[config.mk]
export PLATFORM = sky130hd
export DESIGN_NAME = tf_step_sequencer_flat
export DESIGN_NICKNAME = d
export VERILOG_FILES = /design/src/rtl/tf_step_sequencer_if.sv /design/src/rtl/tf_step_sequencer.sv /design/src/flat_wrapper.sv
export SDC_FILE = /design/constraint.sdc
export NUM_CORES = 1
export LEC_CHECK = 0
export BUFFER_PORTS_ARGS = -buffer_cell sky130_fd_sc_hd__buf_2
export CAP_MARGIN = 20
export CORE_ASPECT_RATIO = 1.75
export CORE_UTILIZATION = 57
export DETAILED_ROUTE_END_ITERATION = 10
export PLACE_DENSITY = 0.83
export SYNTH_ARGS = -nofsm -noshare
export SYNTH_HDL_FRONTEND = slang
export SYNTH_SLANG_ARGS = --single-unit
[constraint.sdc]
create_clock -name clk -period 4.5 [get_ports clk]
set_clock_uncertainty 0.2 [all_clocks]
set_input_delay 0.675 -clock clk [delete_from_list [all_inputs] [get_ports clk]]
set_output_delay 0.675 -clock clk [all_outputs]
set_load 0.05 [all_outputs]
[src/rtl/tf_step_sequencer_if.sv]
// Result handshake bundle between the step sequencer and its consumer.
//   res_valid   : sequencer -> consumer, a captured step result is on offer
//   res_ready   : consumer -> sequencer, result accepted on valid & ready
//   res_value   : captured signed v_out for the step
//   res_idx     : table index of the step that produced the result
//   res_timeout : result was captured on timeout rather than on settle
interface tf_step_sequencer_if #(
    parameter int WIDTH = 18,
    parameter int IDX_W = 2
);
    logic                    res_valid;
    logic                    res_ready;
    logic signed [WIDTH-1:0] res_value;
    logic [IDX_W-1:0]        res_idx;
    logic                    res_timeout;

    modport master (
        output res_valid,
        output res_value,
        output res_idx,
        output res_timeout,
        input  res_ready
    );

    modport slave (
        input  res_valid,
        input  res_value,
        input  res_idx,
        input  res_timeout,
        output res_ready
    );
endinterface

[src/rtl/tf_step_sequencer.sv]
// Step-response stimulus controller for a fixed-point filter model.
// Drives v_in through a programmed table of levels, holds each level until
// v_out settles (or the step times out), then offers the captured v_out on
// a valid/ready result channel before moving to the next table entry.
//
// Ports:
//   clk, rst        : clock, synchronous active-low reset
//   cfg_we/addr/level : level table write port, honoured only in IDLE
//   n_steps         : number of entries to run, sampled on start
//   min_hold        : cycles per step before settle checking begins
//   max_hold        : per-step timeout, counted from step entry
//   start, abort    : sequence control (abort wins over everything)
//   v_out           : filter output being observed
//   v_in            : registered filter input
//   res             : result handshake (master side)
//   busy            : high whenever not IDLE
//   done            : one-cycle pulse after the last result is accepted
module tf_step_sequencer #(
    parameter int WIDTH      = 18,
    parameter int N_STEPS    = 4,
    parameter int CNT_W      = 16,
    parameter int TOL        = 4,
    parameter int SETTLE_CYC = 8
) (
    input  logic                        clk,
    input  logic                        rst,
    input  logic                        cfg_we,
    input  logic [$clog2(N_STEPS)-1:0]  cfg_addr,
    input  logic signed [WIDTH-1:0]     cfg_level,
    input  logic [$clog2(N_STEPS):0]    n_steps,
    input  logic [CNT_W-1:0]            min_hold,
    input  logic [CNT_W-1:0]            max_hold,
    input  logic                        start,
    input  logic                        abort,
    input  logic signed [WIDTH-1:0]     v_out,
    output logic signed [WIDTH-1:0]     v_in,
    tf_step_sequencer_if.master         res,
    output logic                        busy,
    output logic                        done
);

    localparam int IDX_W = $clog2(N_STEPS);
    localparam int NS_W  = IDX_W + 1;

    typedef enum logic [1:0] {
        ST_IDLE   = 2'd0,
        ST_HOLD   = 2'd1,
        ST_REPORT = 2'd2
    } state_t;

    // Magnitude of a WIDTH+1 bit signed difference; cannot overflow because
    // the difference of two WIDTH-bit values never reaches -2^WIDTH.
    function automatic logic [WIDTH:0] abs_delta(input logic signed [WIDTH:0] d);
        if (d[WIDTH]) begin
            abs_delta = $unsigned(-d);
        end else begin
            abs_delta = $unsigned(d);
        end
    endfunction

    state_t                  state_r;
    state_t                  state_nxt_s;
    logic signed [WIDTH-1:0] table_r [N_STEPS];
    logic [IDX_W-1:0]        idx_r;
    logic [NS_W-1:0]         n_lat_r;
    logic [CNT_W-1:0]        hold_cnt_r;
    logic [CNT_W-1:0]        stable_cnt_r;
    logic signed [WIDTH-1:0] v_out_q_r;
    logic signed [WIDTH-1:0] v_in_r;
    logic                    res_valid_r;
    logic signed [WIDTH-1:0] res_value_r;
    logic [IDX_W-1:0]        res_idx_r;
    logic                    res_timeout_r;
    logic                    busy_r;
    logic                    done_r;

    logic signed [WIDTH:0]   delta_s;
    logic                    settled_s;
    logic                    n_ok_s;
    logic                    settle_hit_s;
    logic                    timeout_hit_s;
    logic                    more_s;
    logic                    start_ok_s;
    logic                    capture_s;
    logic                    timeout_s;
    logic                    advance_s;
    logic                    finish_s;

    assign v_in            = v_in_r;
    assign res.res_valid   = res_valid_r;
    assign res.res_value   = res_value_r;
    assign res.res_idx     = res_idx_r;
    assign res.res_timeout = res_timeout_r;
    assign busy            = busy_r;
    assign done            = done_r;

    // Settle detection: per-cycle delta, forced to zero on the step entry cycle.
    always_comb begin
        delta_s   = {(WIDTH+1){1'b0}};
        settled_s = 1'b0;
        if (hold_cnt_r == {CNT_W{1'b0}}) begin
            delta_s = {(WIDTH+1){1'b0}};
        end else begin
            delta_s = $signed({v_out[WIDTH-1], v_out}) - $signed({v_out_q_r[WIDTH-1], v_out_q_r});
        end
        settled_s = (abs_delta(delta_s) <= (WIDTH+1)'(TOL));
    end

    // Sequence qualifiers used by the next-state logic.
    always_comb begin
        n_ok_s        = (n_steps != {NS_W{1'b0}}) && (n_steps <= NS_W'(N_STEPS));
        settle_hit_s  = (stable_cnt_r >= CNT_W'(SETTLE_CYC));
        // hold_cnt + 1 >= max_hold, widened so max_hold of 0 or 1 times out at once
        timeout_hit_s = (({1'b0, hold_cnt_r} + (CNT_W+1)'(1)) >= {1'b0, max_hold});
        more_s        = (({1'b0, idx_r} + NS_W'(1)) < n_lat_r);
    end

    // FSM next-state and per-cycle event decode.
    always_comb begin
        state_nxt_s = state_r;
        start_ok_s  = 1'b0;
        capture_s   = 1'b0;
        timeout_s   = 1'b0;
        advance_s   = 1'b0;
        finish_s    = 1'b0;
        if (abort) begin
            state_nxt_s = ST_IDLE;
        end else begin
            case (state_r)
                ST_IDLE: begin
                    if (start && n_ok_s) begin
                        state_nxt_s = ST_HOLD;
                        start_ok_s  = 1'b1;
                    end else begin
                        state_nxt_s = ST_IDLE;
                    end
                end
                ST_HOLD: begin
                    // settle takes precedence over a coincident timeout
                    if (settle_hit_s) begin
                        state_nxt_s = ST_REPORT;
                        capture_s   = 1'b1;
                    end else if (timeout_hit_s) begin
                        state_nxt_s = ST_REPORT;
                        capture_s   = 1'b1;
                        timeout_s   = 1'b1;
                    end else begin
                        state_nxt_s = ST_HOLD;
                    end
                end
                ST_REPORT: begin
                    if (res_valid_r && res.res_ready) begin
                        if (more_s) begin
                            state_nxt_s = ST_HOLD;
                            advance_s   = 1'b1;
                        end else begin
                            state_nxt_s = ST_IDLE;
                            finish_s    = 1'b1;
                        end
                    end else begin
                        state_nxt_s = ST_REPORT;
                    end
                end
                default: begin
                    state_nxt_s = ST_IDLE;
                end
            endcase
        end
    end

    // Level table: programmable only while IDLE, deliberately not reset.
    always_ff @(posedge clk) begin
        if (cfg_we && (state_r == ST_IDLE)) begin
            table_r[cfg_addr] <= cfg_level;
        end else begin
            table_r[cfg_addr] <= table_r[cfg_addr];
        end
    end

    // State, counters, stimulus and result registers.
    always_ff @(posedge clk) begin
        if (!rst) begin
            state_r       <= ST_IDLE;
            idx_r         <= {IDX_W{1'b0}};
            n_lat_r       <= {NS_W{1'b0}};
            hold_cnt_r    <= {CNT_W{1'b0}};
            stable_cnt_r  <= {CNT_W{1'b0}};
            v_out_q_r     <= {WIDTH{1'b0}};
            v_in_r        <= {WIDTH{1'b0}};
            res_valid_r   <= 1'b0;
            res_value_r   <= {WIDTH{1'b0}};
            res_idx_r     <= {IDX_W{1'b0}};
            res_timeout_r <= 1'b0;
            busy_r        <= 1'b0;
            done_r        <= 1'b0;
        end else begin
            state_r   <= state_nxt_s;
            busy_r    <= (state_nxt_s != ST_IDLE);
            done_r    <= finish_s;
            v_out_q_r <= v_out;
            if (abort) begin
                idx_r        <= {IDX_W{1'b0}};
                hold_cnt_r   <= {CNT_W{1'b0}};
                stable_cnt_r <= {CNT_W{1'b0}};
                v_in_r       <= {WIDTH{1'b0}};
                res_valid_r  <= 1'b0;
            end else if (start_ok_s) begin
                n_lat_r      <= n_steps;
                idx_r        <= {IDX_W{1'b0}};
                hold_cnt_r   <= {CNT_W{1'b0}};
                stable_cnt_r <= {CNT_W{1'b0}};
                v_in_r       <= table_r[0];
            end else if (capture_s) begin
                res_valid_r   <= 1'b1;
                res_value_r   <= v_out;
                res_idx_r     <= idx_r;
                res_timeout_r <= timeout_s;
            end else if (advance_s) begin
                idx_r        <= idx_r + IDX_W'(1);
                hold_cnt_r   <= {CNT_W{1'b0}};
                stable_cnt_r <= {CNT_W{1'b0}};
                v_in_r       <= table_r[idx_r + IDX_W'(1)];
                res_valid_r  <= 1'b0;
            end else if (finish_s) begin
                idx_r        <= {IDX_W{1'b0}};
                hold_cnt_r   <= {CNT_W{1'b0}};
                stable_cnt_r <= {CNT_W{1'b0}};
                v_in_r       <= {WIDTH{1'b0}};
                res_valid_r  <= 1'b0;
            end else if (state_r == ST_HOLD) begin
                hold_cnt_r <= hold_cnt_r + CNT_W'(1);
                // stable run only counts once the minimum hold has elapsed
                if (hold_cnt_r >= min_hold) begin
                    if (settled_s) begin
                        stable_cnt_r <= stable_cnt_r + CNT_W'(1);
                    end else begin
                        stable_cnt_r <= {CNT_W{1'b0}};
                    end
                end else begin
                    stable_cnt_r <= {CNT_W{1'b0}};
                end
            end else begin
                hold_cnt_r   <= hold_cnt_r;
                stable_cnt_r <= stable_cnt_r;
            end
        end
    end

endmodule

[src/flat_wrapper.sv]
// flat-port wrapper written by rule: the top's interface ports become plain ports
module tf_step_sequencer_flat 
#(
    parameter int WIDTH      = 18,
    parameter int N_STEPS    = 4,
    parameter int CNT_W      = 16,
    parameter int TOL        = 4,
    parameter int SETTLE_CYC = 8
)
  (clk, rst, cfg_we, cfg_addr, cfg_level, n_steps, min_hold, max_hold, start, abort, v_out, v_in, busy, done, res_res_valid, res_res_value, res_res_idx, res_res_timeout, res_res_ready);
  tf_step_sequencer_if #(.WIDTH(WIDTH), .IDX_W(2)) res_i ();
  input  logic clk;
  input  logic rst;
  input  logic cfg_we;
  input  logic [$clog2(N_STEPS)-1:0] cfg_addr;
  input  logic signed [WIDTH-1:0] cfg_level;
  input  logic [$clog2(N_STEPS):0] n_steps;
  input  logic [CNT_W-1:0] min_hold;
  input  logic [CNT_W-1:0] max_hold;
  input  logic start;
  input  logic abort;
  input  logic signed [WIDTH-1:0] v_out;
  output logic signed [WIDTH-1:0] v_in;
  output logic busy;
  output logic done;
  output wire logic [$bits(res_i.res_valid)-1:0] res_res_valid;
  output wire logic [$bits(res_i.res_value)-1:0] res_res_value;
  output wire logic [$bits(res_i.res_idx)-1:0] res_res_idx;
  output wire logic [$bits(res_i.res_timeout)-1:0] res_res_timeout;
  input wire logic [$bits(res_i.res_ready)-1:0] res_res_ready;
  assign res_res_valid = res_i.res_valid;
  assign res_res_value = res_i.res_value;
  assign res_res_idx = res_i.res_idx;
  assign res_res_timeout = res_i.res_timeout;
  assign res_i.res_ready = res_res_ready;
  tf_step_sequencer #(.WIDTH(WIDTH), .N_STEPS(N_STEPS), .CNT_W(CNT_W), .TOL(TOL), .SETTLE_CYC(SETTLE_CYC)) u_core (.clk(clk), .rst(rst), .cfg_we(cfg_we), .cfg_addr(cfg_addr), .cfg_level(cfg_level), .n_steps(n_steps), .min_hold(min_hold), .max_hold(max_hold), .start(start), .abort(abort), .v_out(v_out), .v_in(v_in), .res(res_i), .busy(busy), .done(done));
endmodule
Word-level counts from Yosys, hierarchy flattened
Memory sizes are Yosys's and may differ from the RTL's.
Index checks and enable logic that the tools add are counted.
{ "totals": {"register_bits": 99, "ramBits": 72, "output_inout_bits": 42, "memories": 1} }
{ "classes": {"n_addsub": 7, "order_cmp": 6, "eq_ne": 4, "n_mux": 47, "n_bitwise": 5, "reduce_logical": 21} }
{ "memory_table": {"columns": ["memory", "words", "word_bits", "rd", "rd_clocked_by_memory_dff", "wr", "line", "rtl"], "rows": [
  ["u_core.table_r", 4, 18, 2, 0, 1, "tf_step_sequencer.sv:63", "logic signed [WIDTH-1:0] table_r [N_STEPS];"]
]} }
{ "op_table": {"columns": ["cell", "n"], "rows": [
  ["16-bit 2-to-1 mux", 8],
  ["18-bit 2-to-1 mux", 5],
  ["19-bit 2-to-1 mux", 2],
  ["16-bit by 1-bit adder with 16-bit output (second input constant)", 2],
  ["1-bit 2-to-1 mux", 25],
  ["19-bit by 3-bit less-or-equal comparator with 1-bit output (second input constant)", 1],
  ["19-bit negation", 1],
  ["18-bit by 18-bit subtractor with 19-bit output", 1],
  ["16-bit by 1-bit adder with 17-bit output (second input constant)", 1],
  ["17-bit by 16-bit greater-or-equal comparator with 1-bit output", 1],
  ["16-bit greater-or-equal comparator", 1],
  ["16-bit by 4-bit greater-or-equal comparator with 1-bit output (second input constant)", 1],
  ["16-bit zero test", 1],
  ["2-bit 2-to-1 mux", 6],
  ["2-bit AND reduction", 6],
  ["3-bit nonzero test", 4],
  ["2-bit case mux with 3 select lines", 1],
  ["1-bit logical AND", 4],
  ["1-bit NOT", 4],
  ["2-bit nonzero test", 2],
  ["2-bit by 1-bit adder with 3-bit output (second input constant)", 1],
  ["3-bit less-or-equal comparator (second input constant)", 1],
  ["3-bit less-than comparator", 1],
  ["3-bit AND reduction", 1],
  ["other kinds (9)", 9]
]} }

Depth between registers and ports, before layout
{ "logic_depth": {"ltp_word": 10, "depth_mapped": 18} }

Least setup slack after synthesis
OpenSTA, ideal clock, no wires.
{ "synth_timing": {"path_type": "input-to-reg", "start": "input v_out[0]", "end": "register u_core.stable_cnt_r[2]", "setup_ps": 58, "arrival_time_ps": 3687, "t_required_ps": 4242, "slack_ps": 555, "stages": 15, "n_path_buf": 0, "cell_sequence": "inv_1 > ha_1 > inv_1 > fa_1 > a21o_1 > a221o_1 > a21o_1 > xor2_1 > nor3_4 > and3_1 > a311oi_1 > o221ai_1 > a2111o_1 > nor3b_1 > a211o_1"} }
{ "synth_via": {"elab_chain_cells": 10} }
{ "synth_lines": {"columns": ["element", "line", "rtl"], "rows": [
  ["start, declared", "flat_wrapper.sv:22", "input logic signed [WIDTH-1:0] v_out;"],
  ["18-bit by 18-bit subtractor with 19-bit output (*)", "tf_step_sequencer.sv:104", "delta_s = $signed({v_out[WIDTH-1], v_out}) - $signed({v_out_q_r[WIDTH-1], v_out_q_r});"],
  ["19-bit 2-to-1 mux (*)", "tf_step_sequencer.sv:101", "if (hold_cnt_r == {CNT_W{1'b0}}) begin"],
  ["19-bit negation", "tf_step_sequencer.sv:55", "abs_delta = $unsigned(-d);"],
  ["19-bit 2-to-1 mux (*)", "tf_step_sequencer.sv:54", "if (d[WIDTH]) begin"],
  ["19-bit by 3-bit less-or-equal comparator with 1-bit output (*)", "tf_step_sequencer.sv:106", "settled_s = (abs_delta(delta_s) <= (WIDTH+1)'(TOL));"],
  ["16-bit 2-to-1 mux (*)", "tf_step_sequencer.sv:234", "if (settled_s) begin"],
  ["16-bit 2-to-1 mux (*)", "tf_step_sequencer.sv:233", "if (hold_cnt_r >= min_hold) begin"],
  ["16-bit 2-to-1 mux (*)", "tf_step_sequencer.sv:230", "end else if (state_r == ST_HOLD) begin"],
  ["16-bit 2-to-1 mux (*)", "tf_step_sequencer.sv:224", "end else if (finish_s) begin"],
  ["16-bit 2-to-1 mux (*)", "tf_step_sequencer.sv:218", "end else if (advance_s) begin"],
  ["end signal, assigned", "tf_step_sequencer.sv:221", "stable_cnt_r <= {CNT_W{1'b0}};"],
  ["end signal, assigned", "tf_step_sequencer.sv:227", "stable_cnt_r <= {CNT_W{1'b0}};"],
  ["end signal, assigned", "tf_step_sequencer.sv:235", "stable_cnt_r <= stable_cnt_r + CNT_W'(1);"],
  ["end, declared", "tf_step_sequencer.sv:67", "logic [CNT_W-1:0] stable_cnt_r;"]
]} }
Mark *: on every way between the ends. The rest lies on a longest branch, timed or not. The select of a mux whose other input is x is not followed.
A chain may end at the register's enable or synchronous reset.

Worst setup path in the final report
{ "layout_timing": {"start": "register u_core.hold_cnt_r[2]", "end": "register u_core.stable_cnt_r[2]"} }
{ "layout_via": {"elab_chain_cells": 10} }
{ "layout_lines": {"columns": ["element", "line", "rtl"], "rows": [
  ["start, declared", "tf_step_sequencer.sv:66", "logic [CNT_W-1:0] hold_cnt_r;"],
  ["start signal, assigned", "tf_step_sequencer.sv:186", "hold_cnt_r <= {CNT_W{1'b0}};"],
  ["start signal, assigned", "tf_step_sequencer.sv:203", "hold_cnt_r <= {CNT_W{1'b0}};"],
  ["start signal, assigned", "tf_step_sequencer.sv:210", "hold_cnt_r <= {CNT_W{1'b0}};"],
  ["16-bit zero test", "tf_step_sequencer.sv:101", null],
  ["19-bit 2-to-1 mux", "tf_step_sequencer.sv:101", null],
  ["19-bit negation", "tf_step_sequencer.sv:55", null],
  ["19-bit 2-to-1 mux", "tf_step_sequencer.sv:54", null],
  ["19-bit by 3-bit less-or-equal comparator with 1-bit output", "tf_step_sequencer.sv:106", null],
  ["16-bit 2-to-1 mux", "tf_step_sequencer.sv:234", null],
  ["16-bit 2-to-1 mux", "tf_step_sequencer.sv:233", null],
  ["16-bit 2-to-1 mux", "tf_step_sequencer.sv:230", null],
  ["16-bit 2-to-1 mux", "tf_step_sequencer.sv:224", null],
  ["16-bit 2-to-1 mux", "tf_step_sequencer.sv:218", null]
]} }
Several ways; a longest one is shown, not always the timed one. The select of a mux whose other input is x is not followed.

==> flow_summary.yaml <==
die:
  fp-row-count: 59
  die_w_um: 96.21
  pin_count: 121
  die_area_um2: 16050
  initial_core_util: 0.5907
  fp.coreArea_um2: 14990
  dieHeight_um: 166.9
detailed_routing:
  dr.pass1.iters: 6
  via_count: 6931
  routed_via_density: 5.965
  drt_iter0_markers: 393
  ant_nets: 0
  drc: 0
  wl_um: 20230
  wl_per_cell_um: 17.41
global_routing:
  grt_start_max_net_pins: 44
  grt-ovfl-total: 0
  antenna_found_initial: 0
  grt_pass1_wl_um: 32510
  groute.usage.overall: 0.2620
  grt_pass1_vias: 7000
worst_setup_path:
  path_max_fanout: 8
  cp.required_ps: 4670
  startpoint_type: "flip-flop"
  cp.arrival_ps: 4410
  critPathKind: "reg2reg"
  cp-end-kind: "flip-flop"
power:
  p_sw_uw: 961.5
  p_leak_nw: 4.265
  p_total_mw: 3.534
  seqPwrFrac: 0.470
  peakVddDrop_mv: 0.4081
  combPwrFrac: 0.122
  swShare: 0.2721
  clockPowerShare: 0.408
  power.internal_mw: 2.572
  power_density_nw_per_um2: 341.5
clock_tree:
  path_clk_slew_ps: 70
  htree_levels: 4
  clock_latency_ps: 430
  cts_tree: "done"
  cts_root_buf: "clkbuf_16"
  cts_sinks: 171
  cts_buffers: 17
  clock_path_buffers: 2
  holdBufCountCts: 0
final_layout:
  postLayoutCellArea_um2: 10350
  final_util: 0.6904
  area_growth_pct: 16.88
  instances_no_fill: 1162
  fin_nets: 1103
  drive_gt1_frac: 0.2165
  insertedDiodeCount: 0
synth:
  synth-adder-area-share: 0.08283
  synth_top_family_by_area: "simple AND/OR/NAND/NOR gates"
  seq_area_frac_synth: 0.4681
  synth-main-ff-cell: "dfxtp_1"
  synth_edf_count: 72
  synth-seq-cells: 171
  synth_simple_gate_area_frac: 0.1599
  synthCells: 845
  netlist_area_um2: 8852
  synth-async-reset-ratio: 0
  synth.distinct_cells: 69
  yosys_warnings: 0
  synth_top_area_cell: "edfxtp_1"
  synth_top_area_frac: 0.2442
  synth-xor-area-share: 0.02968
  synth.area.mux_share: 0.07293
  synth-compound-area-share: 0.1418
  syn-mean-instance-area_um2: 10.48
  syn-num-nets: 982
  synth_area_leaders: "edfxtp_1, dfxtp_1, ha_1"
sta:
  drv_slew: 0
  hold_slack_ps: 257.8
  maxSlewHeadroom: 0.3266
  fmax_mhz: 235.7
  finalSetupViolations: 0
  finalCriticalPeriod_ps: 4243
  hold_viol: 0
  tns_ps: 0
  rsz0062_at_grt: "no"
  final.setup.worst_slack_ps: 256.6
  min_period_over_period: 0.9430
  worst_pin_slew_ps: 1007
placed_design:
  dp_cells: 1129
  place_area_um2: 9701
  dp_slack_ps: 133.1
  hpwl_um: 14410
  io_buffers: 120
  gp_congestion: 0.8819
run_status:
  run_status: "complete, no violations"
hold_path:
  min_path_type: "reg2reg"
flow_run:
  maxCapViolations: 0
[state kept, by name, indices dropped and copies added, names as in the netlist, 3 cells and up]
register,flops
u_core.hold_cnt_r,16
u_core.n_lat_r,3
u_core.res.res_value,18
u_core.stable_cnt_r,16
u_core.table_r,72
u_core.v_in,18
u_core.v_out_q_r,18
[repair_timing]
| action | CTS | global route |
|---|---|---|
| buffers inserted | 0 | 1 |
| endpoints found under the setup margin | 0 | 9 |
| gates resized for setup | 0 | 12 |
[final cells by class]
class                      count  area [um^2]
tap                          183        229.0
sequential                   171         4150
multi-input combinational    572         4374
clock buffer                  18        439.2
inverter                      66        247.7
timing repair buffer         138        748.2
fill                        1151         4639
clock inverter                14        157.7
[kinds of logic after synthesis]
kind of cell    count (synthesis)
fa+ha+maj                      58
flops                         171
compound gates                175
xor+xnor                       30
simple gates                  267
mux                            42
buf+inv                       102
[power groups by stage]
stage	sequential [mW]	combinational, mW	clock [mW]
finish	1.66	0.431	1.44
global route	1.66	0.474	1.53
CTS	1.66	0.426	1.46
detailed placement	1.70	0.421	0
global placement	1.69	0.414	0
floorplan	1.70	0.280	0
[cell usage in the layout, fill, tap and decap left out, drive strengths merged, types with 22 or more instances in the layout]
cell type and n:
dfxtp 99, a21o 22, inv 71, nand3 29, o21ai 26, nand2 44, ha 57, nor2b 27
and2 36, a21oi 47, buf 138, edfxtp 72, nor2 57, mux2i 24
[synth_stat cells (all sizes together), types with 3 or more instances]
library cell	instances
clkbuf	31
edfxtp	72
nand2b	11
xnor2	19
or2	5
a222oi	18
xor2	11
and2	36
a21o	22
a221o	3
and3	7
a31oi	3
nand4	8
a311oi	3
mux4	18
buf	5
o221ai	4
o21a	5
a211oi	6
nor2	57
nand2	44
ha	57
nand3	29
nor2b	27
a21boi	3
nor3b	3
mux2i	24
dfxtp	99
or3	5
o211a	3
nor3	14
and4	8
inv	66
nor4	7
o211ai	9
o21ai	26
a21oi	47
[metal layers]
layer	track usage	routed length (um)
met4	0.1045	568
met5	0	0
met1	0.2879	7675
met3	0.04566	994
met2	0.4807	10990
[path summary, 6_finish.rpt]
kind | from | to | slack [ps] | cells past startpoint
max reg2reg | u_core.hold_cnt_r[2]$_SDFFE_PP0P_ | u_core.stable_cnt_r[2]$_SDFFE_PP0P_ | 260 | 15
max | u_core.hold_cnt_r[2]$_SDFFE_PP0P_ | u_core.stable_cnt_r[2]$_SDFFE_PP0P_ | 260 | 15
min reg2reg | u_core.stable_cnt_r[15]$_SDFFE_PP0P_ | u_core.stable_cnt_r[15]$_SDFFE_PP0P_ | 260 | 1
min | u_core.stable_cnt_r[15]$_SDFFE_PP0P_ | u_core.stable_cnt_r[15]$_SDFFE_PP0P_ | 260 | 1
[worst max-delay path, stage by stage (launching register included)]
cell,delay [ps]
dfxtp_1,510
nand3_1,230
or4_4,570
nor2_1,150
xnor2_1,220
ha_1,320
o211ai_1,120
nor2_1,110
a41oi_2,290
and3_1,230
o211ai_1,130
a221oi_2,190
nand4_1,140
a2111o_1,470
nor3b_1,210
a211o_1,110
Note: power is estimated with default switching activity, not from simulation.
